[config.mk]
export PLATFORM = sky130hd
export DESIGN_NAME = subtractor_xbit_digit_serial
export DESIGN_NICKNAME = d
export VERILOG_FILES = /design/src/rtl/subtractor_pkg.sv /design/src/rtl/adder_4bit_ahead.sv /design/src/rtl/subtractor_xbit_digit_serial.sv
export SDC_FILE = /design/constraint.sdc
export NUM_CORES = 1
export LEC_CHECK = 0
export ABC_AREA = 0
export BUFFER_PORTS_ARGS = -buffer_cell sky130_fd_sc_hd__buf_4
export CORE_ASPECT_RATIO = 0.9
export CORE_MARGIN = 10
export CORE_UTILIZATION = 40
export CTS_CLUSTER_SIZE = 30
export DETAILED_ROUTE_END_ITERATION = 7
export GPL_ROUTABILITY_DRIVEN = 0
export PLACE_DENSITY_LB_ADDON = 0.12
export SETUP_SLACK_MARGIN = 0.02
export SLEW_MARGIN = 20
export SYNTH_ARGS = -nofsm -noshare
export SYNTH_HDL_FRONTEND = slang
export SYNTH_HIERARCHICAL = 1
export SYNTH_SLANG_ARGS = --single-unit
[constraint.sdc]
create_clock -name i_clk -period 5.3 [get_ports i_clk]
set_input_delay 0.53 -clock i_clk [delete_from_list [all_inputs] [get_ports i_clk]]
set_output_delay 0.53 -clock i_clk [all_outputs]
set_load 0.01 [all_outputs]
[src/rtl/subtractor_pkg.sv]
// Shared types and sizing helpers for the digit-serial subtractor.
package subtractor_pkg;

    localparam int unsigned DIGIT_WIDTH = 4;

    typedef enum logic [1:0] {
        IDLE = 2'd0,
        BUSY = 2'd1,
        DONE = 2'd2
    } state_t;

    // Digit counter width: enough to index every digit, never zero.
    function automatic int unsigned cnt_width(input int unsigned data_width);
        int unsigned digits;
        digits = data_width / DIGIT_WIDTH;
        return (digits > 1) ? $clog2(digits) : 1;
    endfunction

endpackage

[src/rtl/adder_4bit_ahead.sv]
// 4-bit adder with carry-lookahead; used as the per-digit datapath.
module adder_4bit_ahead (
    input  logic [3:0] i_num_a,
    input  logic [3:0] i_num_b,
    input  logic       i_carry,
    output logic [3:0] o_sum_c,
    output logic       o_carry_c
);

    logic [3:0] gen;
    logic [3:0] prop;
    logic [4:0] carry;

    assign gen  = i_num_a & i_num_b;
    assign prop = i_num_a ^ i_num_b;

    assign carry[0] = i_carry;
    assign carry[1] = gen[0] | (prop[0] & carry[0]);
    assign carry[2] = gen[1] | (prop[1] & gen[0]) | (prop[1] & prop[0] & carry[0]);
    assign carry[3] = gen[2] | (prop[2] & gen[1]) | (prop[2] & prop[1] & gen[0])
                    | (prop[2] & prop[1] & prop[0] & carry[0]);
    assign carry[4] = gen[3] | (prop[3] & gen[2]) | (prop[3] & prop[2] & gen[1])
                    | (prop[3] & prop[2] & prop[1] & gen[0])
                    | (prop[3] & prop[2] & prop[1] & prop[0] & carry[0]);

    assign o_sum_c   = prop ^ carry[3:0];
    assign o_carry_c = carry[4];

endmodule

[src/rtl/subtractor_xbit_digit_serial.sv]
// Digit-serial a - b - brw, one 4-bit digit per clock through a single lookahead adder.
// Optional SUBTRACTOR_XBIT_OVF_EN adds the signed overflow output o_ovf.
module subtractor_xbit_digit_serial
    import subtractor_pkg::*;
#(
    parameter int unsigned DATA_WIDTH = 8
) (
    input  logic                  i_clk,
    input  logic                  i_rst_n,
    input  logic                  i_valid,
    output logic                  o_ready,
    input  logic [DATA_WIDTH-1:0] i_num_a,
    input  logic [DATA_WIDTH-1:0] i_num_b,
    input  logic                  i_brw,
    output logic                  o_valid,
    input  logic                  i_ready,
    output logic [DATA_WIDTH-1:0] o_res,
    output logic                  o_brw
`ifdef SUBTRACTOR_XBIT_OVF_EN
    ,
    output logic                  o_ovf
`endif
);

    localparam int unsigned NUM_DIGITS = DATA_WIDTH / DIGIT_WIDTH;
    localparam int unsigned CNT_W      = cnt_width(DATA_WIDTH);
    localparam logic [CNT_W-1:0] LAST_DIGIT = CNT_W'(NUM_DIGITS - 1);

    if ((DATA_WIDTH < DIGIT_WIDTH) || ((DATA_WIDTH % DIGIT_WIDTH) != 0)) begin : g_bad_width
        $error("DATA_WIDTH must be a multiple of 4 and at least 4");
    end

    state_t                  state;
    logic [CNT_W-1:0]        cnt;
    logic [DATA_WIDTH-1:0]   a_q;
    logic [DATA_WIDTH-1:0]   nb_q;
    logic [DATA_WIDTH-1:0]   res_q;
    logic                    carry_q;
    logic                    valid_q;
    logic                    ready_q;
    logic                    brw_q;
    logic [DIGIT_WIDTH-1:0]  a_dig;
    logic [DIGIT_WIDTH-1:0]  nb_dig;
    logic [DIGIT_WIDTH-1:0]  sum;
    logic                    carry_out;
`ifdef SUBTRACTOR_XBIT_OVF_EN
    logic                    ovf_q;
`endif

    // Select the operand digits addressed by the counter.
    always_comb begin
        a_dig  = '0;
        nb_dig = '0;
        for (int k = 0; k < int'(NUM_DIGITS); k++) begin
            if (cnt == CNT_W'(k)) begin
                a_dig  = a_q[k*DIGIT_WIDTH +: DIGIT_WIDTH];
                nb_dig = nb_q[k*DIGIT_WIDTH +: DIGIT_WIDTH];
            end
        end
    end

    adder_4bit_ahead u_digit_adder (
        .i_num_a   (a_dig),
        .i_num_b   (nb_dig),
        .i_carry   (carry_q),
        .o_sum_c   (sum),
        .o_carry_c (carry_out)
    );

    // Control FSM and datapath registers; B is stored inverted so the adder subtracts.
    always_ff @(posedge i_clk) begin
        if (!i_rst_n) begin
            state   <= IDLE;
            cnt     <= '0;
            a_q     <= '0;
            nb_q    <= '0;
            res_q   <= '0;
            carry_q <= 1'b0;
            valid_q <= 1'b0;
            ready_q <= 1'b1;
            brw_q   <= 1'b0;
`ifdef SUBTRACTOR_XBIT_OVF_EN
            ovf_q   <= 1'b0;
`endif
        end else begin
            case (state)
                IDLE: begin
                    if (i_valid) begin
                        a_q     <= i_num_a;
                        nb_q    <= ~i_num_b;
                        carry_q <= ~i_brw;
                        cnt     <= '0;
                        ready_q <= 1'b0;
                        state   <= BUSY;
                    end
                end
                BUSY: begin
                    for (int k = 0; k < int'(NUM_DIGITS); k++) begin
                        if (cnt == CNT_W'(k)) begin
                            res_q[k*DIGIT_WIDTH +: DIGIT_WIDTH] <= sum;
                        end
                    end
                    carry_q <= carry_out;
                    cnt     <= cnt + CNT_W'(1);
                    if (cnt == LAST_DIGIT) begin
                        valid_q <= 1'b1;
                        brw_q   <= ~carry_out;
`ifdef SUBTRACTOR_XBIT_OVF_EN
                        // a and b signs differ (nb holds ~b) and result sign departs from a.
                        ovf_q   <= (a_q[DATA_WIDTH-1] == nb_q[DATA_WIDTH-1])
                                 && (sum[DIGIT_WIDTH-1] != a_q[DATA_WIDTH-1]);
`endif
                        state   <= DONE;
                    end
                end
                DONE: begin
                    if (i_ready) begin
                        valid_q <= 1'b0;
                        ready_q <= 1'b1;
                        state   <= IDLE;
                    end
                end
                default: begin
                    state   <= IDLE;
                    ready_q <= 1'b1;
                    valid_q <= 1'b0;
                end
            endcase
        end
    end

    assign o_ready = ready_q;
    assign o_valid = valid_q;
    assign o_res   = res_q;
    assign o_brw   = brw_q;
`ifdef SUBTRACTOR_XBIT_OVF_EN
    assign o_ovf   = ovf_q;
`endif

endmodule

## Word level (Yosys, flattened, before mapping)

Cells that the tools add are included.
W data, S select, Z words.

| storage, ports and cells | value |
|---|---|
| register bits after elaboration | 31 |
| output and inout bits | 11 |
| logic and storage cells | 75 |

| operators by class | value |
|---|---|
| $add $sub $neg | 1 |
| equal/unequal tests | 5 |
| multiplexer cells | 15 |
| bitwise gates (word level) | 35 |
| reductions and logical operators | 9 |

Operators with widths:

| cell | number |
|---|---|
| $and A1 B1 Y1 | 16 |
| $or A1 B1 Y1 | 10 |
| $reduce_and A3 Y1 | 3 |
| $mux W4 | 2 |
| $not A8 Y8 | 1 |
| $reduce_and A2 Y1 | 4 |
| $xor A4 B4 Y4 | 2 |
| $mux W2 | 3 |
| $ne A2 B2 Y1 const B | 3 |
| $pmux W1 S3 | 2 |
| $pmux W2 S3 | 1 |
| $mux W1 | 5 |
| $not A1 Y1 | 5 |
| $and A4 B4 Y4 | 1 |
| $pmux W1 S2 | 2 |
| $eq A2 B1 Y1 const B | 1 |
| $eq A2 B2 Y1 const B | 1 |
| $logic_not A2 Y1 | 1 |
| $reduce_bool A2 Y1 | 1 |
| $add A1 B1 Y1 const B | 1 |

## Longest topological paths before layout

| depth | value |
|---|---|
| word-level depth | 8 |
| gate-level depth with buffers | 8 |

## By module

Netlist, hierarchy kept.

By module, submodules not included:

| module | instances | cells an instance | area each (um^2) |
|---|---|---|---|
| subtractor_xbit_digit_serial | 1 | 130 | 1346.3 |
| adder_4bit_ahead | 1 | 17 | 147.6 |

## Least setup slack after synthesis

Ideal clock, no wire load.

| timing path | value |
|---|---|
| path type | register to register |
| start | reg cnt |
| end | reg brw_q (netlist: o_brw) |
| arrival time | 2196 ps |
| required time | 5224 ps |
| path slack | 3029 ps |
| cell stages (with the launch flop) | 9 |
| period minus slack after synthesis | 2271 ps |
| cell sequence | dfxtp_1 > buf_2 > mux2_2 > ha_1 > a21o_1 > a31o_1 > a21o_1 > or2_1 > a21boi_0 |

RTL lines:

| what | line | RTL |
|---|---|---|
| from (decl) | subtractor_xbit_digit_serial.sv:34 | `logic [CNT_W-1:0] cnt;` |
| from (signal assigned) | subtractor_xbit_digit_serial.sv:104 | `cnt <= cnt + CNT_W'(1);` |
| $mux W4 * | subtractor_xbit_digit_serial.sv:55 | `if (cnt == CNT_W'(k)) begin` |
| via a_dig[0] | subtractor_xbit_digit_serial.sv:42 | `logic [DIGIT_WIDTH-1:0] a_dig;` |
| $and A4 B4 Y4 / $xor A4 B4 Y4 (equally long branches) | adder_4bit_ahead.sv:14, adder_4bit_ahead.sv:15 |  |
| $and A1 B1 Y1 (on tied branches) | adder_4bit_ahead.sv:23, adder_4bit_ahead.sv:24 |  |
| $or A1 B1 Y1 / $and A1 B1 Y1 (equally long branches) | adder_4bit_ahead.sv:23, adder_4bit_ahead.sv:24 |  |
| $or A1 B1 Y1 * | adder_4bit_ahead.sv:24 | `\| (prop[3] & prop[2] & prop[1] & prop[0] & carry[0]);` |
| via carry_out | subtractor_xbit_digit_serial.sv:45 | `logic carry_out;` |
| $not A1 Y1 * | subtractor_xbit_digit_serial.sv:107 | `brw_q <= ~carry_out;` |
| to (signal assigned) | subtractor_xbit_digit_serial.sv:107 |  |
| to (decl) | subtractor_xbit_digit_serial.sv:41 | `logic brw_q;` |

The timed path passes the listed nets; every way through them passes the cells marked *.
A chain may end at the register's enable or synchronous reset.

## Final worst setup path

Ends and elaborated chain as after synthesis.

==> results.py <==
metrics = {
    "finish": {
        "areaGrowthSynthToFinish_pct": 20.3,
        "layout-drive-gt1-share": 0.294,
        "stdcell_area_um2": 1800,
        "antennaDiodeCount": 0,
        "most-common-layout-cells": "dfxtp_1 (31), buf_4 (31), nand2_1 (27)",
        "fin_nets": 202,
    },
    "power": {
        "switchingPower_mw": 0.141,
        "irDropWorstVdd_mv": 0.164,
        "p_comb_frac": 0.176,
        "clockPowerShare": 0.329,
        "p_int_mw": 0.393,
        "p_per_area_nw_per_um2": 297,
        "swShare": 0.264,
        "p_leak_nw": 0.890,
        "seqPwrFrac": 0.495,
    },
    "critical_path": {
        "critPathMaxFanout": 12,
        "crit_arrival_ps": 2700,
        "r2r_slack_ps": 2810,
        "start_kind": "flip-flop",
        "critPathRequiredTime_ps": 5510,
        "r2r-start": "cnt",
        "r2r-end": "o_brw",
        "rr_worst_depth": 7,
        "end_kind": "flip-flop",
        "crit_type": "flip-flop to flip-flop",
    },
    "worst_hold_path": {
        "holdCritStartpoint": "i_brw",
        "hold_class": "input pin to flip-flop",
        "hold_end": "carry_q",
        "worstHoldPathCells": 2,
    },
    "timing": {
        "fin_setup_tns_ps": 0,
        "hold_slack_ps": 436,
        "tightest_slew_ps": 888,
        "fin_skew_ps": 3.40,
        "finalHoldViolCount": 0,
        "finalSetupViolCount": 0,
        "fin_crit_sh": 0.470,
        "max_freq_mhz": 402,
        "rsz0062_at_grt": "false",
        "maxSlewViolCount": 0,
        "relSlewSlack": 0.407,
        "period_needed_ps": 2490,
    },
    "routing": {
        "vias": 1093,
        "routed_wirelength_mm": 3.17,
        "drt_iter0_markers": 34,
        "via_per_inst": 4.95,
        "ant_nets": 0,
        "first_pass_iters": 4,
        "wire_per_inst_um": 14.3,
        "drc": 0,
    },
    "placement": {
        "dpl.hpwl_mm": 2.33,
        "portBuffers": 31,
        "place_area_um2": 1720,
    },
    "cts": {
        "cts_tree": "done",
        "clockBufferDepth": 2,
        "cts_setup_buffers": 0,
        "htreeDepth": 2,
        "root_buffer": "clkbuf_8",
        "holdBufCountCts": 0,
        "post_cts_resized": 0,
        "clk_pin_slew_ps": 60,
        "worstSkewPairLatency_ps": 280,
        "cts.sinks": 31,
        "cts_buffers": 5,
    },
    "flow_run": {
        "cap_violations": 0,
    },
    "synthesis": {
        "netlist_area_um2": 1490,
        "syn-instance-count": 147,
        "syn_avg_cell_area_um2": 10.2,
        "ys_warn_count": 6,
        "synth-seq-cells": 31,
        "yosysSeqAreaShare": 0.415,
        "yosys.cell_types.count": 29,
        "synth_fp_nets": 173,
    },
    "global_route": {
        "grt_pass1_wl_mm": 5.17,
        "antenna_found_initial": 0,
        "grt_max_degree": 32,
        "grt_use_total": 0.0958,
        "grt.overflow.total": 0,
        "grt_pass1_vias": 1111,
    },
    "outcome": {
        "status": "completed",
    },
    "floorplanning": {
        "die_h_um": 78.0,
        "start_util": 0.429,
        "top_level_ports": 32,
        "core_area_um2": 3480,
        "dieArea_um2": 6580,
        "rows": 20,
        "die_x_um": 84.4,
    },
}
cells by family (layout without fill, tap and decap cells):
| kind of cell | after synthesis | after routing | synth area share |
|---|---|---|---|
| AND/OR/NAND/NOR | 45 | 45 | 0.170 |
| flip-flops | 31 | 31 | 0.415 |
| AO/OA/AOI/OAI | 30 | 30 | 0.168 |
| multiplexers | 17 | 17 | 0.121 |
| buffers and inverters | 16 | 46 | 0.0620 |
| adder cells (fa/ha/maj) | 5 | 5 | 0.0469 |
| XOR/XNOR | 3 | 3 | 0.0176 |
through the flow:
step	cells	power, mW	worst slack, ps	util
3_5_place_dp	213	0.364	2800	0.493
4_1_cts	221	0.541	2780	0.517
5_1_grt	221	0.563	2690	0.517
2_1_floorplan	147	0.335	3030	-
3_3_place_gp	213	0.361	2950	0.493
6_report	221	0.533	2810	0.517
worst max-delay path: stages (launching register included):
cell and delay [ps]:
dfxtp_1 700, mux2_2 420, ha_1 310, a21o_1 200
a31o_1 250, a21o_1 190, or2_1 220, a21boi_0 130
final cells by class:
type                    count  area, µm²
clock buffers               7       76.3
clock inverters             1       5.00
fillers                   333       1680
inverters                   7       26.3
multi-input cells         100        781
flip-flops and latches     31        621
well taps                  44       55.1
repair buffers             31        233
per-layer routing:
metal / vias up / share of wire / track usage
met5: - / 0 / 0
met4: 0 / 0.020 / 0.0592
li1: 555 / - / -
met1: 507 / 0.47 / 0.111
met2: 24 / 0.46 / 0.145
met3: 7 / 0.051 / 0.0376
power by group through the flow:
stage	clock, mW	sequential (mW)	combinational, mW
6_report	0.175	0.264	0.0941
2_1_floorplan	0	0.264	0.0706
4_1_cts	0.181	0.264	0.0957
3_5_place_dp	0	0.269	0.0951
3_3_place_gp	0	0.269	0.0927
5_1_grt	0.193	0.266	0.104
worst max path at each step:
stage	startpoint	end	cells after the start
floorplan	cnt	o_brw	8
finish	cnt	o_brw	7
CTS	cnt	o_brw	7
global route	cnt	o_brw	7
detailed placement	cnt	o_brw	7
global placement	cnt	o_brw	7
registers in the layout (all words and copies together), names as in the netlist:
name     flops
a_q          8
nb_q         8
o_res        8
state        2
carry_q      1
cnt          1
o_brw        1
o_ready      1
o_valid      1
Yosys cell counts:
| master | number | area, µm² |
|---|---|---|
| clkbuf_1 | 3 | 11.3 |
| o21ai_0 | 2 | 10.0 |
| mux2i_1 | 9 | 90.1 |
| xor2_1 | 1 | 8.76 |
| a21o_1 | 3 | 22.5 |
| dfxtp_1 | 31 | 621 |
| or3b_1 | 1 | 8.76 |
| nand2_1 | 27 | 101 |
| xnor2_1 | 2 | 17.5 |
| a21boi_2 | 4 | 45.0 |
| nand2b_1 | 2 | 12.5 |
| a31o_1 | 1 | 8.76 |
| nor2b_1 | 9 | 56.3 |
| mux2_2 | 8 | 90.1 |
| nor3b_4 | 2 | 37.5 |
| nor2_1 | 1 | 3.75 |
| a21oi_1 | 3 | 15.0 |
| o21bai_1 | 1 | 7.51 |
| nand3b_4 | 1 | 20.0 |
| a21boi_0 | 7 | 52.6 |
| fa_1 | 1 | 20.0 |
| buf_6 | 4 | 45.0 |
| ha_1 | 4 | 50.1 |
| a221oi_1 | 1 | 8.76 |
| buf_2 | 2 | 10.0 |
| o211a_1 | 8 | 80.1 |
| nor3b_1 | 1 | 7.51 |
| or2_1 | 1 | 6.26 |
| inv_1 | 7 | 26.3 |
Power figures use the tool's default switching activity.
